**config.mk**
```make
export PLATFORM = sky130hd
export DESIGN_NAME = accelbrot_com_mult_arb
export DESIGN_NICKNAME = d
export VERILOG_FILES = /design/src/rtl/accelbrot_com_mult_arb.sv
export SDC_FILE = /design/constraint.sdc
export NUM_CORES = 1
export LEC_CHECK = 0
export ABC_AREA = 1
export BUFFER_PORTS_ARGS = -buffer_cell sky130_fd_sc_hd__buf_2
export CORE_AREA = 2 2 134 136
export CTS_CLUSTER_SIZE = 20
export DETAILED_ROUTE_END_ITERATION = 10
export DIE_AREA = 0 0 136 138
export PLACE_DENSITY = 0.63
export SYNTH_ARGS = -nofsm -noshare
export SYNTH_HDL_FRONTEND = slang
export SYNTH_SLANG_ARGS = --single-unit
```
**constraint.sdc**
```tcl
create_clock -name clk -period 3.5 [get_ports clk]
set_input_delay 0.7 -clock clk [delete_from_list [all_inputs] [get_ports clk]]
set_output_delay 0.7 -clock clk [all_outputs]
set_load 0.01 [all_outputs]
```
**src/rtl/accelbrot_com_mult_arb.sv**
```systemverilog
// Round-robin arbiter that shares one word-serial multiplier between NREQ requesters.
// Grants whole NWORDS blocks; a tag delay line routes returning words to their issuer.
module accelbrot_com_mult_arb #(
    parameter int unsigned NREQ    = 4,
    parameter int unsigned NWORDS  = 8,
    parameter int unsigned WWIDTH  = 34,
    parameter int unsigned LATENCY = 3,
    localparam int unsigned HWIDTH = WWIDTH / 2
) (
    input  logic                     clk,
    input  logic                     rstn,
    input  logic [NREQ*WWIDTH-1:0]   req_a,
    input  logic [NREQ*HWIDTH-1:0]   req_b,
    input  logic [NREQ-1:0]          req_start,
    input  logic [NREQ-1:0]          req_valid,
    output logic [NREQ-1:0]          req_ready,
    output logic [WWIDTH-1:0]        m_a,
    output logic [HWIDTH-1:0]        m_b,
    output logic                     m_start,
    output logic                     m_valid,
    input  logic [WWIDTH-1:0]        m_q,
    input  logic                     m_q_start,
    input  logic                     m_q_valid,
    output logic [WWIDTH-1:0]        rsp_q,
    output logic                     rsp_start,
    output logic [NREQ-1:0]          rsp_valid,
    output logic                     err
);

    localparam int unsigned GW = (NREQ > 1) ? $clog2(NREQ) : 1;
    localparam int unsigned CW = (NWORDS > 1) ? $clog2(NWORDS) : 1;
    localparam logic [NREQ-1:0] OneHot0 = NREQ'(1);
    localparam logic [CW-1:0] LastCnt = CW'(NWORDS - 1);

    typedef enum logic {StIdle, StBurst} state_t;

    state_t              r_state;
    logic [GW-1:0]       r_gnt;
    logic [GW-1:0]       r_ptr;
    logic [CW-1:0]       r_cnt;
    logic                r_err;
    logic [NREQ-1:0]     r_ready;
    logic [WWIDTH-1:0]   r_m_a;
    logic [HWIDTH-1:0]   r_m_b;
    logic                r_m_start;
    logic                r_m_valid;
    logic [GW-1:0]       r_m_own;
    logic                r_tag_v [LATENCY];
    logic [GW-1:0]       r_tag_o [LATENCY];

    logic [WWIDTH-1:0]   w_a_arr [NREQ];
    logic [HWIDTH-1:0]   w_b_arr [NREQ];
    logic [NREQ-1:0]     w_cand;
    logic                w_found;
    logic [GW-1:0]       w_pick;
    logic [GW-1:0]       w_idx;
    logic                w_req_v;
    logic                w_req_s;
    logic                w_tag_hit;

    always_comb begin
        for (int i = 0; i < int'(NREQ); i++) begin
            w_a_arr[i] = req_a[i*WWIDTH +: WWIDTH];
            w_b_arr[i] = req_b[i*HWIDTH +: HWIDTH];
        end
    end

    assign w_cand  = req_valid & req_start;
    assign w_req_v = req_valid[r_gnt];
    assign w_req_s = req_start[r_gnt];

    // Search starts just after the last owner, so it wraps round to ptr itself last.
    always_comb begin
        w_found = 1'b0;
        w_pick  = '0;
        w_idx   = '0;
        for (int k = 1; k <= int'(NREQ); k++) begin
            w_idx = GW'((int'(r_ptr) + k) % int'(NREQ));
            if (!w_found && w_cand[w_idx]) begin
                w_found = 1'b1;
                w_pick  = w_idx;
            end
        end
    end

    always_ff @(posedge clk) begin
        if (!rstn) begin
            r_state   <= StIdle;
            r_gnt     <= '0;
            r_ptr     <= GW'(NREQ - 1);
            r_cnt     <= '0;
            r_err     <= 1'b0;
            r_ready   <= '0;
            r_m_a     <= '0;
            r_m_b     <= '0;
            r_m_start <= 1'b0;
            r_m_valid <= 1'b0;
            r_m_own   <= '0;
        end else begin
            // Idle cycles drive zeros so the multiplier carry stays clear between blocks.
            r_m_a     <= '0;
            r_m_b     <= '0;
            r_m_start <= 1'b0;
            r_m_valid <= 1'b0;
            if (m_q_valid && !r_tag_v[LATENCY-1]) begin
                r_err <= 1'b1;
            end
            unique case (r_state)
                StIdle: begin
                    if (w_found) begin
                        r_state <= StBurst;
                        r_gnt   <= w_pick;
                        r_ptr   <= w_pick;
                        r_cnt   <= '0;
                        r_ready <= OneHot0 << w_pick;
                    end
                end
                StBurst: begin
                    if (!w_req_v) begin
                        r_state <= StIdle;
                        r_err   <= 1'b1;
                        r_ready <= '0;
                    end else begin
                        r_m_a     <= w_a_arr[r_gnt];
                        r_m_b     <= w_b_arr[r_gnt];
                        r_m_start <= (r_cnt == '0);
                        r_m_valid <= 1'b1;
                        r_m_own   <= r_gnt;
                        if (w_req_s && (r_cnt != '0)) begin
                            r_err <= 1'b1;
                        end
                        if (r_cnt == LastCnt) begin
                            r_state <= StIdle;
                            r_ready <= '0;
                        end else begin
                            r_cnt <= r_cnt + 1'b1;
                        end
                    end
                end
                default: r_state <= StIdle;
            endcase
        end
    end

    always_ff @(posedge clk) begin
        if (!rstn) begin
            for (int i = 0; i < int'(LATENCY); i++) begin
                r_tag_v[i] <= 1'b0;
                r_tag_o[i] <= '0;
            end
        end else begin
            r_tag_v[0] <= r_m_valid;
            r_tag_o[0] <= r_m_own;
            for (int i = 1; i < int'(LATENCY); i++) begin
                r_tag_v[i] <= r_tag_v[i-1];
                r_tag_o[i] <= r_tag_o[i-1];
            end
        end
    end

    assign w_tag_hit = m_q_valid & r_tag_v[LATENCY-1];

    assign req_ready = r_ready;
    assign m_a       = r_m_a;
    assign m_b       = r_m_b;
    assign m_start   = r_m_start;
    assign m_valid   = r_m_valid;
    assign rsp_q     = m_q;
    assign rsp_start = m_q_start;
    assign rsp_valid = w_tag_hit ? (OneHot0 << r_tag_o[LATENCY-1]) : '0;
    assign err       = r_err;

endmodule

```
==> impl_metrics.env, run 1 <==
export IMPL_p_comb_share_pct=48.5
export IMPL_start_util_pct=24.70
export IMPL_met3_length_um=1273
export IMPL_path_delay_family="buffers and inverters"
export IMPL_clk_latency_ns=0.34
export IMPL_syn_to_final_growth_pct=37.79
export IMPL_clkPwrFrac_pct=23.7
export IMPL_io_pin_count=347
export IMPL_dp_cells=1114
export IMPL_wirelength_um=15670
export IMPL_final_setup_viol_count=0
export IMPL_hold_viol_final=0
export IMPL_area_sequential_um2=1546
export IMPL_gp_congestion=0.9427
export IMPL_dr_pass1_iters=4
export IMPL_antenna_cells=0
export IMPL_place_detailed_hpwl_um=11690
export IMPL_route_met2_wl_um=7402
export IMPL_fin_crit_sh_pct=59.52
export IMPL_seqPwrFrac_pct=27.8
export IMPL_yosysSeqAreaShare_pct=35.60
export IMPL_ys_types=27
export IMPL_drv_slew=0
export IMPL_core_area_um2=17530
export IMPL_regToRegSetupSlack_ns=1.42
export IMPL_wl_met1_um=6606
export IMPL_top_layer="met4"
export IMPL_finalNonFillerCells=1130
export IMPL_first_global_vias=4768
export IMPL_start_kind="flip-flop"
export IMPL_holdPathStages=2
export IMPL_p_per_area_nw_per_um2=762.6
export IMPL_num_rows=49
export IMPL_path_clk_slew_ns=0.06
export IMPL_wl_per_cell_um=13.86
export IMPL_rsz0062_at_grt="false"
export IMPL_post_cts_buffers=0
export IMPL_tritoncts="yes"
export IMPL_cp_data_arrival_time_ns=2.29
export IMPL_critPathKind="flip-flop to flip-flop"
export IMPL_final_design_area_no_fill_um2=5967
export IMPL_drive_gt1_share_pct=35.96
export IMPL_critPathBufInv=4
export IMPL_filler_cell_count=1932
export IMPL_fin_util_pct=34.03
export IMPL_worst_setup_path_end_kind="flip-flop"
export IMPL_syn_num_nets=934
export IMPL_intPower_mw=2.522
export IMPL_ant_nets=0
export IMPL_worst_pin_slew_ns=0.6381
export IMPL_yosysWarnings=0
export IMPL_cp_slowest_cell="dfxtp_4"
export IMPL_timing_rr_start="r_gnt[0]"
export IMPL_port_buffers=276
export IMPL_htreeDepth=3
export IMPL_clock_sinks=77
export IMPL_hold_end="r_tag_o[0][5]"
export IMPL_max_freq_mhz=480.0
export IMPL_tns_ns=0
export IMPL_numCtsBuffers=9
export IMPL_synth_seq_cells=77
export IMPL_cp_max_fo=53
export IMPL_drc=0
export IMPL_antenna_found_initial=1
export IMPL_grt_pass1_wl_um=23860
export IMPL_hold_class="flip-flop to flip-flop"
export IMPL_cts_resized_gates=0
export IMPL_grt_max_degree=68
export IMPL_maxCapViolCount=0
export IMPL_slew_headroom_pct=57.46
export IMPL_ir_drop_mv=0.2956
export IMPL_skew_ns=0.006970
export IMPL_syn_area_per_cell_um2=6.359
export IMPL_mappedNetlistArea_um2=4330
export IMPL_die_h_um=138
export IMPL_min_from="r_tag_o[0][3]"
export IMPL_cts_buffer_depth=2
export IMPL_dp_slack_ns=1.417
export IMPL_via_per_inst=4.526
export IMPL_setup_slack_ns=1.417
export IMPL_holdWs_ns=0.4067
export IMPL_slowest_delay_ns=0.66
export IMPL_crit_chain="clkinv_2 -> nand2_1 -> nand3_1 -> nand2_1 -> nor2_2 -> inv_2 -> nor2_2 -> inv_2 -> buf_12 -> a21oi_1"
export IMPL_nNetsFinal=1149
export IMPL_num_vias=5114
export IMPL_syn_inst=681
export IMPL_drtIter0Drc=285
export IMPL_p_sw_share_pct=44.58
export IMPL_die_w_um=136
export IMPL_reg2reg_depth=10
export IMPL_post_route_min_period_ns=2.083
export IMPL_critPathRequiredTime_ns=3.71
export IMPL_finalPower_mw=4.550
export IMPL_multi_input_area_um2=2238
export IMPL_dieArea_um2=18770
export IMPL_ctsRootBufferMaster="clkbuf_16"
export IMPL_leakagePower_nw=3.078
export IMPL_track_usage_pct=16.26
export IMPL_outcome="finished clean"
export IMPL_timing_rr_end="m_a[19]"
export IMPL_power_switching_mw=2.029
export IMPL_grt_ovfl_total=0
export IMPL_postCtsHoldBufs=0
export IMPL_dpl_cell_area_um2=5622
==> final cells by class <==
class,count,share of cell area [%]
Timing Repair Buffer,282,24.32
Inverter,26,1.657
Multi-Input combinational cell,500,37.51
Clock inverter,3,1.090
Clock buffer,13,4.697
Tap cell,229,4.802
Sequential cell,77,25.92
==> logic make-up (layout without fill, tap and decap cells) <==
| kind of cell | after synthesis | in the layout | synth area share [%] |
|---|---|---|---|
| flops | 77 | 77 | 35.60 |
| buf+inv | 104 | 324 | 12.71 |
| fa+ha+maj | 3 | 3 | 0.8669 |
| simple gates | 321 | 321 | 29.88 |
| compound gates | 176 | 176 | 20.95 |
==> worst reg2reg max path: stages, from the launching register on <==
cell and delay [ns]:
dfxtp_4 0.66, clkinv_2 0.31, nand2_1 0.12, nand3_1 0.10, nand2_1 0.11, nor2_2 0.05
inv_2 0.08, nor2_2 0.06, inv_2 0.09, buf_12 0.25, a21oi_1 0.13
==> power groups by stage <==
| stage | clock, mW | combinational, mW | sequential, mW |
|---|---|---|---|
| finish | 1.08 | 2.21 | 1.27 |
| CTS | 1.11 | 2.22 | 1.26 |
| global route | 1.15 | 2.53 | 1.29 |
| detailed placement | 0 | 2.22 | 1.28 |
| global placement | 0 | 2.21 | 1.28 |
| floorplan | 0 | 1.65 | 1.19 |
==> cells in the mapped netlist <==
| cell | instances | share of area (%) |
|---|---|---|
| nand3_1 | 21 | 2.4 |
| buf_2 | 10 | 1.2 |
| buf_6 | 1 | 0.26 |
| buf_1 | 7 | 0.61 |
| o21a_1 | 1 | 0.17 |
| nor2_2 | 6 | 0.87 |
| a21oi_1 | 63 | 7.3 |
| clkbuf_1 | 23 | 2.0 |
| nand4_1 | 2 | 0.29 |
| clkinv_2 | 1 | 0.12 |
| dfxtp_1 | 77 | 36 |
| ha_1 | 3 | 0.87 |
| inv_1 | 20 | 1.7 |
| o21ai_0 | 104 | 12 |
| nor2_1 | 210 | 18 |
| a22oi_1 | 1 | 0.17 |
| nor2_4 | 2 | 0.52 |
| nand3b_1 | 1 | 0.17 |
| nand2_2 | 7 | 1.0 |
| buf_4 | 37 | 6.4 |
| nor3_1 | 5 | 0.58 |
| o21bai_2 | 1 | 0.26 |
| nand2_1 | 67 | 5.8 |
| a21oi_2 | 2 | 0.40 |
| o22ai_1 | 2 | 0.29 |
| inv_2 | 5 | 0.43 |
| o211ai_1 | 2 | 0.35 |
==> placed cells by master (no fill, tap or decap) <==
| cell | instances |
|---|---|
| clkbuf_16 | 9 |
| buf_12 | 2 |
| ha_1 | 3 |
| nand3_1 | 21 |
| nor2_1 | 210 |
| bufinv_16 | 2 |
| buf_4 | 4 |
| o211ai_1 | 2 |
| dfxtp_1 | 75 |
| nand4_1 | 2 |
| nand3b_1 | 1 |
| nor2_4 | 2 |
| o21ai_0 | 104 |
| nand2_1 | 67 |
| clkinv_2 | 2 |
| dfxtp_2 | 1 |
| buf_2 | 276 |
| a22oi_1 | 1 |
| inv_2 | 5 |
| nor2_2 | 6 |
| a21oi_1 | 63 |
| o21bai_2 | 1 |
| nor3_1 | 5 |
| clkbuf_8 | 4 |
| o22ai_1 | 2 |
| nand2_2 | 7 |
| inv_1 | 20 |
| dfxtp_4 | 1 |
| a21oi_2 | 2 |
| o21a_1 | 1 |
==> how the worst max path moves through the flow <==
stage | start | end | cells past startpoint
after global placement | r_gnt[0] | r_m_own[1] | 10
after global routing | r_gnt[0] | r_m_own[1] | 10
after floorplan | m_q_valid | rsp_valid[0] | 2
after CTS | r_gnt[0] | r_m_own[1] | 10
after detailed placement | r_gnt[0] | r_m_own[1] | 10
final | r_gnt[0] | m_a[19] | 10
==> flip-flops by register name, indices dropped and copies added (netlist names) <==
signal     flops
m_a           34
m_b           17
r_tag_o        6
req_ready      4
r_cnt          3
r_tag_v        3
r_gnt          2
r_m_own        2
r_ptr          2
err            1
m_start        1
m_valid        1
r_state        1
==> metal layers <==
metal	global-route usage [%]	up-vias
met1	19.85	2239
li1	-	2599
met5	0	-
met4	6.579	0
met3	3.740	33
met2	27.40	243
(Power assumes the default switching activity.)
==> run 2, diff against run 1 <==
--- a/config.mk
+++ b/config.mk
@@ -11,7 +11,7 @@
 export CTS_CLUSTER_SIZE = 20
 export DETAILED_ROUTE_END_ITERATION = 10
 export DIE_AREA = 0 0 136 138
-export PLACE_DENSITY = 0.63
+export PLACE_DENSITY = 0.66
 export SYNTH_ARGS = -nofsm -noshare
 export SYNTH_HDL_FRONTEND = slang
 export SYNTH_SLANG_ARGS = --single-unit
==> constraint.sdc (replaced) <==
create_clock -name clk -period 1.8 [get_ports clk]
set_input_delay 0.36 -clock clk [delete_from_list [all_inputs] [get_ports clk]]
set_output_delay 0.36 -clock clk [all_outputs]
set_load 0.01 [all_outputs]
==> impl_metrics.env, run 2 (synthesis gave the netlist of run 1 again) <==
export IMPL_outcome="finished clean"
export IMPL_core_area_um2=17530
export IMPL_first_global_vias=4637
export IMPL_reg2reg_depth=11
export IMPL_gp_congestion=0.9208
export IMPL_ant_nets=0
export IMPL_post_route_min_period_ns=1.614
export IMPL_timing_rr_end="r_gnt[0]"
export IMPL_numCtsBuffers=9
export IMPL_drc=0
export IMPL_num_vias=5132
export IMPL_htreeDepth=3
export IMPL_antenna_cells=0
export IMPL_place_detailed_hpwl_um=11810
export IMPL_post_cts_buffers=0
export IMPL_critPathBufInv=2
export IMPL_start_kind="flip-flop"
export IMPL_die_h_um=138
export IMPL_dp_cells=1123
export IMPL_postCtsHoldBufs=0
export IMPL_port_buffers=276
export IMPL_cp_data_arrival_time_ns=1.88
export IMPL_ctsRootBufferMaster="clkbuf_16"
export IMPL_wl_per_cell_um=13.65
export IMPL_wirelength_um=15550
export IMPL_endpoint="r_gnt[0]"
export IMPL_hold_viol_final=0
export IMPL_fin_util_pct=34.31
export IMPL_slowest_delay_ns=0.39
export IMPL_worstSetupStartpoint="r_ptr[0]"
export IMPL_leakagePower_nw=3.103
export IMPL_ir_drop_mv=0.6547
export IMPL_p_per_area_nw_per_um2=1446
export IMPL_timing_rr_start="r_ptr[0]"
export IMPL_grt_pass1_wl_um=23380
export IMPL_path_delay_family="simple AND/OR/NAND/NOR gates"
export IMPL_final_cell_mix="buf_2, nor2_1, o21ai_0"
export IMPL_path_clk_slew_ns=0.07
export IMPL_cp_max_fo=6
export IMPL_fin_crit_sh_pct=89.66
export IMPL_grt_ovfl_total=0
export IMPL_max_freq_mhz=619.6
export IMPL_via_per_inst=4.506
export IMPL_critPathKind="flip-flop to flip-flop"
export IMPL_drv_slew=0
export IMPL_io_pin_count=347
export IMPL_syn_to_final_growth_pct=38.92
export IMPL_clk_latency_ns=0.35
export IMPL_die_w_um=136
export IMPL_drive_gt1_share_pct=36.81
export IMPL_dr_pass1_iters=6
export IMPL_hold_class="input pin to flip-flop"
export IMPL_antenna_found_initial=0
export IMPL_dieArea_um2=18770
export IMPL_nNetsFinal=1158
export IMPL_tns_ns=0
export IMPL_final_design_area_no_fill_um2=6016
export IMPL_largest_reg_flops=34
export IMPL_worst_pin_slew_ns=0.6306
export IMPL_crit_chain="buf_4 -> nand3_1 -> nand2_1 -> nand2_2 -> nand2_2 -> nor2_4 -> nand3b_1 -> nand2_1 -> nor2_2 -> inv_1 -> a21oi_1"
export IMPL_num_rows=49
export IMPL_final_common_cell="buf_2"
export IMPL_start_util_pct=24.70
export IMPL_skew_ns=0.008729
export IMPL_critPathRequiredTime_ns=2.07
export IMPL_min_from="req_a[104]"
export IMPL_tritoncts="yes"
export IMPL_finalNonFillerCells=1139
export IMPL_clock_sinks=77
export IMPL_cp_slowest_cell="dfxtp_4"
export IMPL_drtIter0Drc=312
export IMPL_maxCapViolCount=0
export IMPL_holdWs_ns=0.2881
export IMPL_regToRegSetupSlack_ns=0.19
export IMPL_slew_headroom_pct=57.96
export IMPL_track_usage_pct=16.02
export IMPL_dpl_cell_area_um2=5714
export IMPL_final_setup_viol_count=0
export IMPL_cts_buffer_depth=2
export IMPL_grt_max_degree=67
export IMPL_worst_setup_path_end_kind="flip-flop"
export IMPL_critical_path_cell_count=11
-- run 2: cell types whose count changed in the layout (fill, tap and decap cells not counted), sizes merged --
cell	previous run	this run
buf	282	291
clkinvlp	0	1
inv	25	27
bufinv	2	0
clkbuf	13	12
-- run 2: cell type report --
class                   count  area [um2]
clock buffers              12       256.5
clock inverters             4       30.03
fillers                  1947       11520
inverters                  26       101.3
multi-input cells         500        2246
flip-flops and latches     77        1551
well taps                 229       286.5
repair buffers            291        1544
-- run 2: repair_timing --
action	CTS	global route
hold endpoints to repair	0	0
resized for setup	0	6
setup endpoints to repair	0	11
-- run 2: power breakdown --
part | switching, mW | leakage, nW | internal (mW)
logic | 3.04 | 2.34 | 1.63
clock network | 0.767 | 0.140 | 1.02
registers | 0.174 | 0.627 | 2.06
total | 3.99 | 3.10 | 4.71
-- run 2: worst min-delay path by stage --
stage | endpoint | slack [ns] | cells after the start
6_report | m_a[2] | 0.29 | 3
5_1_grt | m_b[16] | 0.29 | 3
4_1_cts | m_a[10] | 0.26 | 3
3_5_place_dp | r_tag_v[0][2] | 0.40 | 2
3_3_place_gp | r_tag_v[0][2] | 0.39 | 2
2_1_floorplan | r_tag_o[0][2] | 0.39 | 2
-- run 2: metal layers --
metal  routed length (um)  vias to the layer above  track usage [%]
met5                    0                        -                0
met4                  403                        0            6.908
met3                 1357                       34            5.024
met2                 7237                      218            26.05
met1                 6549                     2264            19.36
li1                     -                     2616                -
-- run 2: through the flow --
| step | setup slack (ns) | power (mW) |
|---|---|---|
| 2_1_floorplan | 0.3576 | 5.529 |
| 3_3_place_gp | 0.1789 | 6.926 |
| 3_5_place_dp | 0.1192 | 6.939 |
| 4_1_cts | 0.08650 | 8.793 |
| 5_1_grt | -0.002720 | 9.512 |
| 6_report | 0.1861 | 8.700 |
-- run 2: tightest hold or removal path, stage by stage --
cell and delay (ns):
buf_2 0.07, o21ai_0 0.06, a21oi_1 0.11
